==> src/rtl/ex_mem_reg_pkg.sv <==
// rtl/ex_mem_reg_pkg.sv - shared constants for the EX/MEM pipeline boundary
package ex_mem_reg_pkg;

   localparam int DW_DEFAULT = 16;
   localparam int RW_DEFAULT = 4;

   // Bit positions inside ex_flag_we, ordered {V,Z,N}
   localparam int FLAG_V = 2;
   localparam int FLAG_Z = 1;
   localparam int FLAG_N = 0;

   localparam logic [2:0] COND_NE  = 3'b000;
   localparam logic [2:0] COND_EQ  = 3'b001;
   localparam logic [2:0] COND_GT  = 3'b010;
   localparam logic [2:0] COND_LT  = 3'b011;
   localparam logic [2:0] COND_GTE = 3'b100;
   localparam logic [2:0] COND_LTE = 3'b101;
   localparam logic [2:0] COND_OV  = 3'b110;
   localparam logic [2:0] COND_UN  = 3'b111;

endpackage

==> src/rtl/ex_mem_reg_branch_cond.sv <==
// rtl/ex_mem_reg_branch_cond.sv - branch condition evaluation against committed flags
module branch_cond
   import ex_mem_reg_pkg::*;
(
   input  logic [2:0] cond,
   input  logic       flagV,
   input  logic       flagZ,
   input  logic       flagN,
   output logic       condMet
);

   always_comb begin
      condMet = 1'b0;
      case (cond)
         COND_NE:  condMet = !flagZ;
         COND_EQ:  condMet = flagZ;
         COND_GT:  condMet = !flagZ && !flagN;
         COND_LT:  condMet = flagN;
         COND_GTE: condMet = flagZ || !flagN;
         COND_LTE: condMet = flagN || flagZ;
         COND_OV:  condMet = flagV;
         COND_UN:  condMet = 1'b1;
         default:  condMet = 1'b0;
      endcase
   end

endmodule

==> src/rtl/ex_mem_reg.sv <==
// rtl/ex_mem_reg.sv - EX/MEM pipeline register with flag register and branch redirect
module ex_mem_reg
   import ex_mem_reg_pkg::*;
#(
   parameter int DW = DW_DEFAULT,
   parameter int RW = RW_DEFAULT
) (
   input  logic          clk,
   input  logic          rst,
   input  logic          stall,
   input  logic          flush,
   input  logic          ex_valid,
   input  logic [DW-1:0] ex_alu_result,
   input  logic [DW-1:0] ex_add_result,
   input  logic          ex_v,
   input  logic          ex_z,
   input  logic          ex_n,
   input  logic [2:0]    ex_flag_we,
   input  logic          ex_is_branch,
   input  logic [2:0]    ex_cond,
   input  logic [DW-1:0] ex_p1,
   input  logic [RW-1:0] ex_dst,
   input  logic          ex_reg_we,
   input  logic          ex_mem_re,
   input  logic          ex_mem_we,
   input  logic          ex_hlt,
   output logic          mem_valid,
   output logic          mem_reg_we,
   output logic          mem_mem_re,
   output logic          mem_mem_we,
   output logic          mem_hlt,
   output logic [DW-1:0] mem_alu_result,
   output logic [DW-1:0] mem_store_data,
   output logic [RW-1:0] mem_dst,
   output logic          br_taken,
   output logic [DW-1:0] br_target,
   output logic          flag_v,
   output logic          flag_z,
   output logic          flag_n
);

   logic advance;
   logic squash;
   logic condMet;
   logic flagCommit;

   assign advance    = !stall;
   assign squash     = flush || !ex_valid;
   // Branches evaluate flags but never write them
   assign flagCommit = !squash && !ex_is_branch;

   // Uses committed flags: a setter in the previous cycle is already visible here
   branch_cond uBranchCond (
      .cond    (ex_cond),
      .flagV   (flag_v),
      .flagZ   (flag_z),
      .flagN   (flag_n),
      .condMet (condMet)
   );

   always_ff @(posedge clk) begin
      if (rst) begin
         mem_valid      <= 1'b0;
         mem_reg_we     <= 1'b0;
         mem_mem_re     <= 1'b0;
         mem_mem_we     <= 1'b0;
         mem_hlt        <= 1'b0;
         mem_alu_result <= '0;
         mem_store_data <= '0;
         mem_dst        <= '0;
         br_taken       <= 1'b0;
         br_target      <= '0;
      end else if (advance) begin
         if (squash) begin
            mem_valid      <= 1'b0;
            mem_reg_we     <= 1'b0;
            mem_mem_re     <= 1'b0;
            mem_mem_we     <= 1'b0;
            mem_hlt        <= 1'b0;
            mem_alu_result <= '0;
            mem_store_data <= '0;
            mem_dst        <= '0;
            br_taken       <= 1'b0;
            br_target      <= '0;
         end else begin
            mem_valid      <= 1'b1;
            mem_reg_we     <= ex_reg_we;
            mem_mem_re     <= ex_mem_re;
            mem_mem_we     <= ex_mem_we;
            mem_hlt        <= ex_hlt;
            mem_alu_result <= ex_alu_result;
            mem_store_data <= ex_p1;
            mem_dst        <= ex_dst;
            br_taken       <= ex_is_branch && condMet;
            br_target      <= ex_add_result;
         end
      end
   end

   always_ff @(posedge clk) begin
      if (rst) begin
         flag_v <= 1'b0;
         flag_z <= 1'b0;
         flag_n <= 1'b0;
      end else if (advance && flagCommit) begin
         if (ex_flag_we[FLAG_V]) flag_v <= ex_v;
         if (ex_flag_we[FLAG_Z]) flag_z <= ex_z;
         if (ex_flag_we[FLAG_N]) flag_n <= ex_n;
      end
   end

endmodule

==> config.mk <==
export PLATFORM = sky130hd
export DESIGN_NAME = ex_mem_reg
export DESIGN_NICKNAME = d
export VERILOG_FILES = /design/src/rtl/ex_mem_reg_pkg.sv /design/src/rtl/ex_mem_reg_branch_cond.sv /design/src/rtl/ex_mem_reg.sv
export SDC_FILE = /design/constraint.sdc
export NUM_CORES = 1
export LEC_CHECK = 0
export ABC_AREA = 1
export CORE_MARGIN = 10
export CORE_UTILIZATION = 27
export CTS_CLUSTER_DIAMETER = 30
export DETAILED_ROUTE_END_ITERATION = 10
export HOLD_SLACK_MARGIN = 0.05
export MAX_ROUTING_LAYER = met4
export PLACE_DENSITY = 0.71
export SLEW_MARGIN = 20
export SYNTH_ARGS = -nofsm -noshare
export SYNTH_HDL_FRONTEND = slang
export SYNTH_SLANG_ARGS = --single-unit
export TNS_END_PERCENT = 50
==> constraint.sdc <==
create_clock -name clk -period 0.9 [get_ports clk]
set_input_delay 0.135 -clock clk [delete_from_list [all_inputs] [get_ports clk]]
set_output_delay 0.135 -clock clk [all_outputs]
set_load 0.01 [all_outputs]
==> results.py <==
metrics = {
    "status": {
        "status": "finished, violations left",
        "violations": "setup timing",
    },
    "detailed_routing": {
        "drt_iter0_drc": 70,
        "drc": 0,
        "vias_per_cell": 4.45,
        "postRouteAntennaNets": 0,
        "wirelength_um": 8080,
        "routedWlPerCell_um": 14.8,
        "vias": 2428,
        "drt_first_pass_iters": 4,
    },
    "cells_and_area": {
        "layout_commonest_cell": "nand2_1",
        "fin_cells": 546,
        "diodes": 0,
        "fin_nets": 510,
        "fillers": 726,
        "fin_util": 0.537,
        "drive_above_1_share": 0.394,
        "syn_to_final_growth_pct": 90.7,
        "layout_common_cells": "nand2_1 (122), clkdlybuf4s50_1 (66), buf_6 (62), dfxtp_2 (60), a21oi_1 (56)",
    },
    "critical_path": {
        "start_kind": "input port",
        "cpLargestDelayFamily": "buffers and inverters",
        "reg2reg_slack_ns": -0.07,
        "critPathArrivalTime_ns": 1.19,
        "slowest_delay_ns": 0.48,
        "crit_required_ns": 1.11,
        "path_max_fanout": 5,
        "crit_top_cell": "nand2_1",
        "worst_path_max_delay_cell": "clkdlybuf4s50_1",
        "end_kind": "register",
        "crit_chain": "clkdlybuf4s50_1 > nand2_1 > inv_1 > nor2_1 > nand2_1 > nand2_1 > nand2_1 > nand2_1 > a21oi_1",
        "crit_type": "in -> reg",
        "path_buf_inv": 2,
    },
    "global_routing": {
        "grt_pass1_wl_um": 12700,
        "grt_pass1_vias": 2454,
        "antenna_found_initial": 0,
        "grt_max_degree": 59,
        "track_usage": 0.130,
        "overflow": 0,
    },
    "hold_path": {
        "hold_class": "in -> reg",
    },
    "place": {
        "place_hpwl_um": 5570,
        "place.gp.congestion": 0.737,
        "portBuffers": 131,
        "dp.cells": 518,
    },
    "synthesis": {
        "syn-num-nets": 360,
        "syn_area_um2": 2210,
        "synth-seq-cells": 61,
        "yosysWarnings": 0,
        "seq_area_frac_synth": 0.552,
        "yosysUniqueCellTypes": 15,
        "synthCells": 289,
        "synth_area_per_cell_um2": 7.65,
    },
    "clocking": {
        "cts-root-buf": "clkbuf_8",
        "cts_buffers": 9,
        "numClockSinks": 61,
        "tritoncts": "yes",
        "clkLatencyLatePin_ns": 0.33,
        "clockBufferDepth": 2,
        "cts.htree.levels": 3,
        "path_clk_slew_ns": 0.06,
    },
    "timing": {
        "setup_slack_ns": -0.0842,
        "slew_headroom": 0.829,
        "setup_viol": 42,
        "timing.fmax_ghz": 1.02,
        "finClkSkew_ns": 0.00363,
        "fin_crit_ns": 0.984,
        "worstMarginPinSlew_ns": 0.257,
        "hold_viol_final": 0,
        "holdWs_ns": 0.155,
        "period_share": 1.09,
        "maxSlewViolCount": 0,
        "rsz0062_at_grt": "true",
    },
    "floorplan": {
        "die_h_um": 110,
        "floorplan.initialDensity": 0.282,
        "coreArea_um2": 7850,
        "dieArea_um2": 12200,
        "rows": 32,
        "chipWidth_um": 110,
        "io_pins": 132,
    },
    "job": {
        "cap_violations": 0,
    },
    "power": {
        "ir_drop_uv": 825,
        "cellPowerDensity_nw_per_um2": 1490,
        "p_leak_nw": 1.67,
    },
}
[registers in the layout, summed over array words and instances (netlist names)]
signal / count
flag_z: 1
flag_v: 1
br_target: 16
mem_dst: 4
br_taken: 1
mem_valid: 1
mem_reg_we: 1
mem_mem_we: 1
mem_mem_re: 1
mem_store_data: 16
mem_alu_result: 16
mem_hlt: 1
flag_n: 1
[cell usage after synthesis]
master / number / area share
a21oi_1: 59 / 0.13
nand3b_1: 1 / 0.0034
nor2_8: 1 / 0.0091
inv_1: 6 / 0.010
nand4_1: 1 / 0.0028
nand3_1: 3 / 0.0068
buf_2: 8 / 0.018
o21ai_0: 1 / 0.0023
dfxtp_1: 61 / 0.55
buf_6: 1 / 0.0051
nand2_1: 124 / 0.21
clkbuf_1: 9 / 0.015
nor2_1: 10 / 0.017
buf_4: 2 / 0.0068
a211oi_1: 2 / 0.0068
[cells by family (layout without fill, tap and decap cells)]
| group | count (synthesis) | after routing | synth area share |
|---|---|---|---|
| flip-flops | 61 | 61 | 0.552 |
| AO/OA/AOI/OAI | 62 | 62 | 0.143 |
| buffers and inverters | 26 | 180 | 0.0555 |
| AND/OR/NAND/NOR | 140 | 141 | 0.250 |
[metrics by stage]
| step | setup WS, ns | setup TNS [ns] | total power [mW] | instance area [um2] |
|---|---|---|---|---|
| 5_1_grt | -0.167 | -2.86 | 6.55 | 4220 |
| 3_3_place_gp | -0.523 | -34.16 | 3.62 | 3710 |
| 6_report | -0.0842 | -0.374 | 6.27 | 4220 |
| 2_1_floorplan | 0.00150 | 0 | 3.10 | 2210 |
| 4_1_cts | -0.0716 | -1.69 | 6.37 | 4230 |
| 3_5_place_dp | -0.538 | -35.59 | 3.63 | 3710 |
[worst register-to-register path, stage by stage, from the launching register on]
cell and delay (ns):
dfxtp_2 0.34, buf_6 0.11, nor2_2 0.07, nand2_1 0.05, nor2_1 0.09, nor2_1 0.04
nand2_1 0.05, nand2_1 0.05, a21oi_1 0.11
[timing repair]
action	4_1_cts	5_1_grt
endpoints found under the setup margin	121	91
hold buffers	0	0
gates resized for setup	372	5
endpoints found under the hold margin	0	0
pin swaps	8	6
setup buffers	8	3
gates cloned	3	0
[worst paths after layout]
| path | from | to | cells past startpoint |
|---|---|---|---|
| worst max register to register | flag_z | br_taken | 8 |
| worst min-delay path | rst | mem_mem_we | 2 |
| worst min register to register | br_target[13] | br_target[13] | 2 |
| worst max-delay path | ex_cond[1] | br_taken | 9 |
[area by class of cell]
class | count | area [um2] | share of cell area
Tap cell | 102 | 128 | 0.0303
Clock buffer | 10 | 128 | 0.0303
Multi-Input combinational cell | 203 | 902 | 0.214
Sequential cell | 61 | 1300 | 0.308
Inverter | 6 | 22.5 | 0.00534
Timing Repair Buffer | 158 | 1650 | 0.392
Clock inverter | 6 | 87.6 | 0.0208
[report_power, final]
group	internal (mW)	total [mW]	leakage [nW]	switching [mW]
combinational	0.506	0.826	1.05	0.320
clock	1.55	2.62	0.0985	1.07
sequential	2.78	2.82	0.523	0.0462
total	4.84	6.27	1.67	1.43
[layer usage]
layer	up-vias	routed length, um	track usage
li1	1222	-	-
met4	0	105	0.0423
met3	10	718	0.0643
met2	93	3810	0.204
met5	-	0	-
met1	1103	3450	0.141
Note: power is estimated with default switching activity, not from simulation.
